[config.mk]
export PLATFORM = sky130hd
export DESIGN_NAME = traffic_request_conditioner
export DESIGN_NICKNAME = d
export VERILOG_FILES = /design/src/rtl/traffic_request_conditioner.sv
export SDC_FILE = /design/constraint.sdc
export NUM_CORES = 1
export LEC_CHECK = 0
export ABC_AREA = 1
export BUFFER_PORTS_ARGS = -buffer_cell sky130_fd_sc_hd__buf_2
export CAP_MARGIN = 20
export CORE_MARGIN = 8
export CORE_UTILIZATION = 60
export DETAILED_ROUTE_END_ITERATION = 16
export PLACE_DENSITY = 0.76
export SYNTH_ARGS = -nofsm -noshare
export SYNTH_HDL_FRONTEND = slang
export SYNTH_SLANG_ARGS = --single-unit
[constraint.sdc]
create_clock -name clk -period 3.2 [get_ports clk]
set_clock_uncertainty 0.2 [all_clocks]
set_input_delay 0 -clock clk [delete_from_list [all_inputs] [get_ports clk]]
set_output_delay 0 -clock clk [all_outputs]
set_load 0.03 [all_outputs]
[src/rtl/traffic_request_conditioner.sv]
// traffic_request_conditioner
//
// Input stage for the four-way traffic light controller. It synchronises and
// debounces four raw pedestrian push-buttons, latches each press as a pending
// request until the controller acknowledges that direction, and runs a
// round-robin arbiter that names the pending direction to serve next.
//
// Ports:
//   clk          system clock, all state on the rising edge
//   rst          asynchronous active-low reset (0 = reset)
//   btn[3:0]     raw asynchronous buttons, active-high (bit0 N, 1 E, 2 S, 3 W)
//   ack[3:0]     service acknowledge from the controller, same bit order
//   req[3:0]     latched pending requests (registered)
//   next_valid   high when any request is pending
//   next_dir     direction to serve next (0 N, 1 E, 2 S, 3 W), valid with next_valid
//   pending_cnt  number of pending requests (0..4)

module traffic_request_conditioner #(
  parameter int DEBOUNCE_CYCLES = 2_000_000,
  parameter int CNT_W           = $clog2(DEBOUNCE_CYCLES)
) (
  input  logic       clk,
  input  logic       rst,
  input  logic [3:0] btn,
  input  logic [3:0] ack,
  output logic [3:0] req,
  output logic       next_valid,
  output logic [1:0] next_dir,
  output logic [2:0] pending_cnt
);

  // Terminal count: the debounced level flips on the edge where the counter
  // already holds this value, so it never wraps.
  localparam logic [CNT_W-1:0] CNT_MAX = CNT_W'(DEBOUNCE_CYCLES - 1);

  logic [3:0]            s1_q, s1_d;
  logic [3:0]            s2_q, s2_d;
  logic [3:0]            db_q, db_d;
  logic [3:0][CNT_W-1:0] cnt_q, cnt_d;
  logic [3:0]            req_q, req_d;
  logic [1:0]            last_q, last_d;
  logic [3:0]            press;

  // Two-flop synchroniser per button.
  always_comb begin
    s1_d = btn;
    s2_d = s1_q;
  end

  // Debounce: any sample equal to the debounced level restarts the count, so
  // only an unbroken run of DEBOUNCE_CYCLES differing samples commits a change.
  // A press is a 0->1 commit; releases commit without any further effect.
  always_comb begin
    db_d  = db_q;
    cnt_d = '0;
    press = '0;
    for (int i = 0; i < 4; i++) begin
      if (s2_q[i] != db_q[i]) begin
        if (cnt_q[i] == CNT_MAX) begin
          db_d[i]  = s2_q[i];
          press[i] = s2_q[i];
        end else begin
          cnt_d[i] = cnt_q[i] + CNT_W'(1);
        end
      end
    end
  end

  // A press wins over a simultaneous ack so a button pushed while its
  // direction is being served is kept as a fresh request.
  always_comb begin
    req_d = press | (req_q & ~ack);
  end

  // Round-robin pointer follows the highest-numbered acked direction; the
  // ascending loop lets the highest set bit overwrite lower ones.
  always_comb begin
    last_d = last_q;
    for (int i = 0; i < 4; i++) begin
      if (ack[i]) begin
        last_d = 2'(i);
      end
    end
  end

  always_ff @(posedge clk or negedge rst) begin
    if (!rst) begin
      s1_q   <= '0;
      s2_q   <= '0;
      db_q   <= '0;
      cnt_q  <= '0;
      req_q  <= '0;
      last_q <= 2'd3;
    end else begin
      s1_q   <= s1_d;
      s2_q   <= s2_d;
      db_q   <= db_d;
      cnt_q  <= cnt_d;
      req_q  <= req_d;
      last_q <= last_d;
    end
  end

  // Arbiter: first pending direction after the last one served. The 2-bit
  // index wraps naturally, and the fourth probe lands back on last itself.
  logic [1:0] probe;
  logic       found;

  always_comb begin
    next_dir = '0;
    found    = 1'b0;
    probe    = '0;
    for (int k = 1; k <= 4; k++) begin
      probe = last_q + 2'(k);
      if (!found && req_q[probe]) begin
        next_dir = probe;
        found    = 1'b1;
      end
    end
  end

  always_comb begin
    pending_cnt = '0;
    for (int i = 0; i < 4; i++) begin
      pending_cnt = pending_cnt + {2'b00, req_q[i]};
    end
  end

  assign req        = req_q;
  assign next_valid = |req_q;

endmodule

# Word level (Yosys, flattened, before mapping)
# Cells that the tools add are included.
[classes] bitwise=3 n_mux=35 n_lt_le_gt_ge=4 n_reduce_logical=12 eq_ne=8 addsub=10
[ops] op="21-bit two-way mux" count=8
[ops] op="21-bit by 1-bit adder with 21-bit output (second input constant)" count=4
[ops] op="21-bit == test (second input constant)" count=4
[ops] op="2-bit two-way mux" count=8
[ops] op="1-bit two-way mux" count=15
[ops] op="2-bit by 3-bit less-than comparator with 1-bit output (second input constant)" count=4
[ops] op="1-bit binary-select mux with 2-bit select" count=4
[ops] op="2-bit AND reduction" count=4
[ops] op="2-bit adder (second input constant)" count=2
[ops] op="4-bit bitwise AND" count=1
[ops] op="1-bit inequality test" count=4
[ops] op="4-bit NOT" count=1
[ops] op="4-bit bitwise OR" count=1
[ops] op="4-bit nonzero test" count=1
[ops] op="4-bit OR reduction" count=1
[ops] op="2-bit by 1-bit adder with 3-bit output" count=1
[ops] op="3-bit by 1-bit adder with 3-bit output" count=1
[ops] op="1-bit logical AND" count=3
[ops] op="1-bit logical NOT" count=3
[ops] op="1-bit by 1-bit adder with 2-bit output" count=1
[ops] op="2-bit by 1-bit adder with 2-bit output (second input constant)" count=1
[word_totals] wordCells=84 register_bits=102 out_inout_bits=10 inputBits=10

# Logic depth before layout (Yosys ltp)
[logic_depth] ltp_word=13 depth_mapped=10 ltp_nobuf=9

# Worst setup path after synthesis
# OpenSTA, ideal clock, no wires.
[synth_timing] path_kind="register to output" start="reg req_q[0], in the netlist req[0]" end="out pending_cnt[1]" slack_ps=1178 path_stages_with_launch=6 arrival_time_ps=1822 path_buffers=0 cell_sequence="dfrtp_1 inv_1 fa_1 inv_1 ha_1 ha_1"
[synth_between] elab_chain_len=3
[synth_lines] item="start: declaration" line_no="40" source="logic [3:0] req_q, req_d;"
[synth_lines] item="start signal: assignment" line_no="99" source="req_q <= req_d;"
[synth_lines] item="1-bit by 1-bit adder with 2-bit output" line_no="125" source="pending_cnt = pending_cnt + {2'b00, req_q[i]};"
[synth_lines] item="2-bit by 1-bit adder with 3-bit output" line_no="125"
[synth_lines] item="3-bit by 1-bit adder with 3-bit output" line_no="125"
[synth_lines] item="end: declaration" line_no="29" source="output logic [2:0] pending_cnt"
# Every way passes these cells.

# Final worst setup path
[layout_timing] start="reg last_q[0]" end="out next_dir[0]"
[layout_between] elab_chain_len=13
[layout_lines] item="start: declaration" line_no="41" source="logic [1:0] last_q, last_d;"
[layout_lines] item="start signal: assignment" line_no="100" source="last_q <= last_d;"
[layout_lines] item="2-bit by 1-bit adder with 2-bit output" line_no="114" source="probe = last_q + 2'(k);"
[layout_lines] item="1-bit binary-select mux with 2-bit select" line_no="115" source="if (!found && req_q[probe]) begin"
[layout_lines] item="1-bit two-way mux (not written as such)" line_no="115"
[layout_lines] item="1-bit two-way mux" line_no="115"
[layout_lines] item="1-bit logical NOT" line_no="115"
[layout_lines] item="1-bit logical AND" line_no="115"
[layout_lines] item="1-bit two-way mux" line_no="115"
[layout_lines] item="1-bit logical NOT" line_no="115"
[layout_lines] item="1-bit logical AND" line_no="115"
[layout_lines] item="1-bit two-way mux" line_no="115"
[layout_lines] item="1-bit logical NOT" line_no="115"
[layout_lines] item="1-bit logical AND" line_no="115"
[layout_lines] item="2-bit two-way mux *" line_no="115"
[layout_lines] item="end: declaration" line_no="28" source="output logic [1:0] next_dir,"
# Every way passes the cells marked *; elsewhere a longest branch is shown, timed or not. The select of a mux whose other input is x is not followed.

==> run summary <==
================================================================================
Maximum number of pins on one net before global-route repair                  78
Global routing usage summed across all routing layers                      20.7%
DR WL/cell                                                               12.8 um
Die Height                                                                116 um
Number of distinct library cells after synthesis                              31
Per-instance average area after synthesis                              7.34 um^2
Number of gates given a new drive strength after cts                           0
Via count of the first global-routing pass                                  5038
Share of power burned in the clock network                                 34.3%
Number of antenna violations at the first check in global routing              0
H-Tree Depth                                                                   3
Net load switching power                                                0.559 mW
Critical path class                                                 flop to output port
Worst-case reg-to-reg path depth                                               8
Final setup fails                                                              0
Total number of yosys warnings                                                 0
Overflow after GRT                                                             0
Synthesized cell area                                               0.00599 mm^2
Worst path slowest cell                                                  dfstp_2
Antenna Diode Count                                                            0
Kind of launch point of the worst setup path                                flop
Longest Clk Path Bufs                                                          2
Slack of the worst reg-to-reg path                                       1.40 ns
Period minus WS final                                                    2.28 ns
Largest delay share family, worst path                              simple AND/OR/NAND/NOR gates
Number of detailed-routing iterations run before antenna repair                5
Wirelength, routed                                                      12700 um
Critical Path Fanout Max                                                      10
Crit. End Element                                                    output port
Origin of the worst min-delay path                                        btn[2]
Final net count                                                              873
Detailed Route Iter0 Violations                                              417
Worst-case hold path end point                                      s1_q[2]$_DFF_PN0_
Boundary Pins                                                                 20
Detailed-route via count                                                    5231
Area share of the leading cell type in the synthesized netlist             41.8%
Reg-to-reg startpoint                                               cnt_q[42]$_DFF_PN0_
Post-route worst setup slack                                            0.920 ns
Post-synthesis sequential element count                                      102
Commonest cells after routing, fill and taps aside                  211 x nand2_1, 184 x nor2_1, 100 x dfrtp_1, 78 x inv_1, 39 x nand3_1
Starting density of the core                                               61.5%
Post-CTS Hold Fix Bufs                                                         9
Normalized max-slew margin                                                 34.9%
TritonCTS clock tree                                                         yes
Number of clock buffers inserted by TritonCTS                                  9
Number of antenna-violating nets in the routed design                          0
Number of placement rows                                                      36
Setup fix buffers added after clock tree synthesis                             0
Share of the clock period used by the worst path                           71.2%
Most common cell type on the critical path                               nand2_1
DR vias/cell                                                                5.27
Hold Path Class                                                     input port to flop
Crit path cell chain                                                inv_2 -> nand2_1 -> nand2_1 -> nand2_1 -> nand2_1 -> nor2_2 -> nand4_1 -> nand2_1 -> buf_2
Crit path buffers/inverters                                                    2
Fraction of power spent switching nets                                     25.4%
Number of max-capacitance violations reported                                  0
Post-Syn Nets                                                                833
Worst-case vdd ir drop                                                    411 uV
Area of the core                                                    0.00973 mm^2
Fraction of final layout cells with drive strength greater than 1          11.3%
Achievable frequency                                                     439 MHz
HPWL after DPL                                                           9650 um
Leakage                                                                  2.81 nW
Die outline width                                                         116 um
Critical path required time                                              3.00 ns
DRC errors left                                                                0
Crit path largest cell delay                                             0.64 ns
Part of the power in registers                                             60.4%
Total die area                                                       0.0134 mm^2
Cell Count Post-Placement                                                    968
Data arrival time of the worst path                                      2.08 ns
I/O Buffers                                                                   19
Outcome                                                             finished, final reports clean
Global-route wire length before repair                                  22300 um
Share of power burned in combinational logic                                5.3%
Register area share after synthesis                                        42.7%
Cell type with the highest aggregate area in the netlist                 dfrtp_1
Worst Hold Path Cells                                                          2
Power per unit of standard cell area                                 337 mW/mm^2
Pre-CTS setup slack                                                      1.31 ns
Setup repair after global routing missed its margin                        false
Area growth, synth to finish                                               8.95%
Design internal power                                                    1.64 mW
Clk slew on worst S/H paths                                              0.10 ns
Most common cell after layout, fill and taps aside                       nand2_1
Post-synthesis instance total                                                815
Final hold viol count                                                          0
Last weighted congestion value of the routability-driven placer            0.907
Clk Latency, worst-skew pair                                             0.38 ns
Worst Max-Slew Pin Slew                                                 0.976 ns
Biggest area contributors in the synthesized netlist                dfrtp_1 42%, nand2_1 13%, nor2_1 12%
Root Buffer Master                                                      clkbuf_8
Power Total                                                              2.20 mW
Slew Viols, Final                                                              0
Total Negative Setup Slacks                                                 0 ns
Sink count of the clock tree                                                 102
R2R Path End                                                        cnt_q[58]$_DFF_PN0_
Non-filler cells, final                                                      993
================================================================================
==> through the flow <==
stage               hold WS [ns]  utilization, %  cell area (um^2)
floorplan                 -0.496               -              5990
global placement         -0.0926            64.3              6260
detailed placement       -0.0906            64.3              6260
CTS                       0.0198            67.0              6520
global route              0.0348            67.0              6520
finish                    0.0541            67.0              6520
==> state kept, by name (all words and copies together) (netlist names) <==
name	flops
db_q	4
s1_q	4
cnt_q	84
req	4
s2_q	4
last_q	2
==> power groups by stage <==
stage	registers, mW	clock network (mW)	logic, mW
after floorplan	1.35	0	0.0622
after global placement	1.35	0	0.108
after detailed placement	1.35	0	0.110
after CTS	1.33	0.781	0.119
after global routing	1.33	0.834	0.136
final	1.33	0.754	0.116
==> per-layer routing <==
layer / share of wire, % / vias to the layer above / global-route usage, %
met5: 0 / - / 0
met2: 51 / 76 / 36.4
met1: 44 / 2470 / 24.2
met4: 1.7 / 0 / 7.35
met3: 3.3 / 17 / 4.85
li1: - / 2668 / -
==> cells in the mapped netlist, drive strengths merged <==
library cell and n:
inv 85, nor4 4, buf 1, nand3 46, ha 7, dfrtp 100
xor2 22, fa 1, a31oi 8, nor3b 6, nor3 28, clkinv 1
o22ai 4, a21oi 12, dfstp 2, nand2 227, nor2 205, xnor2 11
o21ai 10, nand4 25, nand3b 6, and2 4
==> final cells by class <==
cell class | count | area, um^2
inverter | 86 | 323
multi-input combinational | 626 | 3100
timing repair buffer | 30 | 203
tap | 133 | 166
fill | 879 | 3210
sequential | 102 | 2550
clock inverter | 5 | 42.5
clock buffer | 11 | 131
==> worst register-to-register path, stage by stage, from the launching register on <==
cell     delay [ns]
dfrtp_1        0.42
ha_1           0.25
nand4_1        0.16
nor2_2         0.16
nand3_2        0.15
nand2_4        0.15
inv_2          0.08
nand2_1        0.07
nor2_1         0.04
==> cells by family after synthesis <==
family / count (synthesis) / share of synthesized area, %
and+or+nand+nor: 551 / 41.7
DFF: 102 / 42.7
buffers and inverters: 87 / 5.52
AOI/OAI and AO/OA: 34 / 3.09
xor gates and xnor gates: 33 / 5.20
adders and majority gates: 8 / 1.80
==> worst max path at each step <==
stage / startpoint / end / slack, ns / cells after the start
final: last_q[0]$_DFFE_PN1P_ / next_dir[0] / 0.92 / 9
after global routing: last_q[0]$_DFFE_PN1P_ / next_dir[0] / 0.72 / 10
after CTS: req[0]$_DFF_PN0_ / pending_cnt[1] / 0.88 / 6
after detailed placement: req[0]$_DFF_PN0_ / pending_cnt[1] / 1.31 / 6
after global placement: req[0]$_DFF_PN0_ / pending_cnt[1] / 1.33 / 6
after floorplan: req[0]$_DFF_PN0_ / pending_cnt[1] / 1.18 / 5
Power figures use the tool's default switching activity.
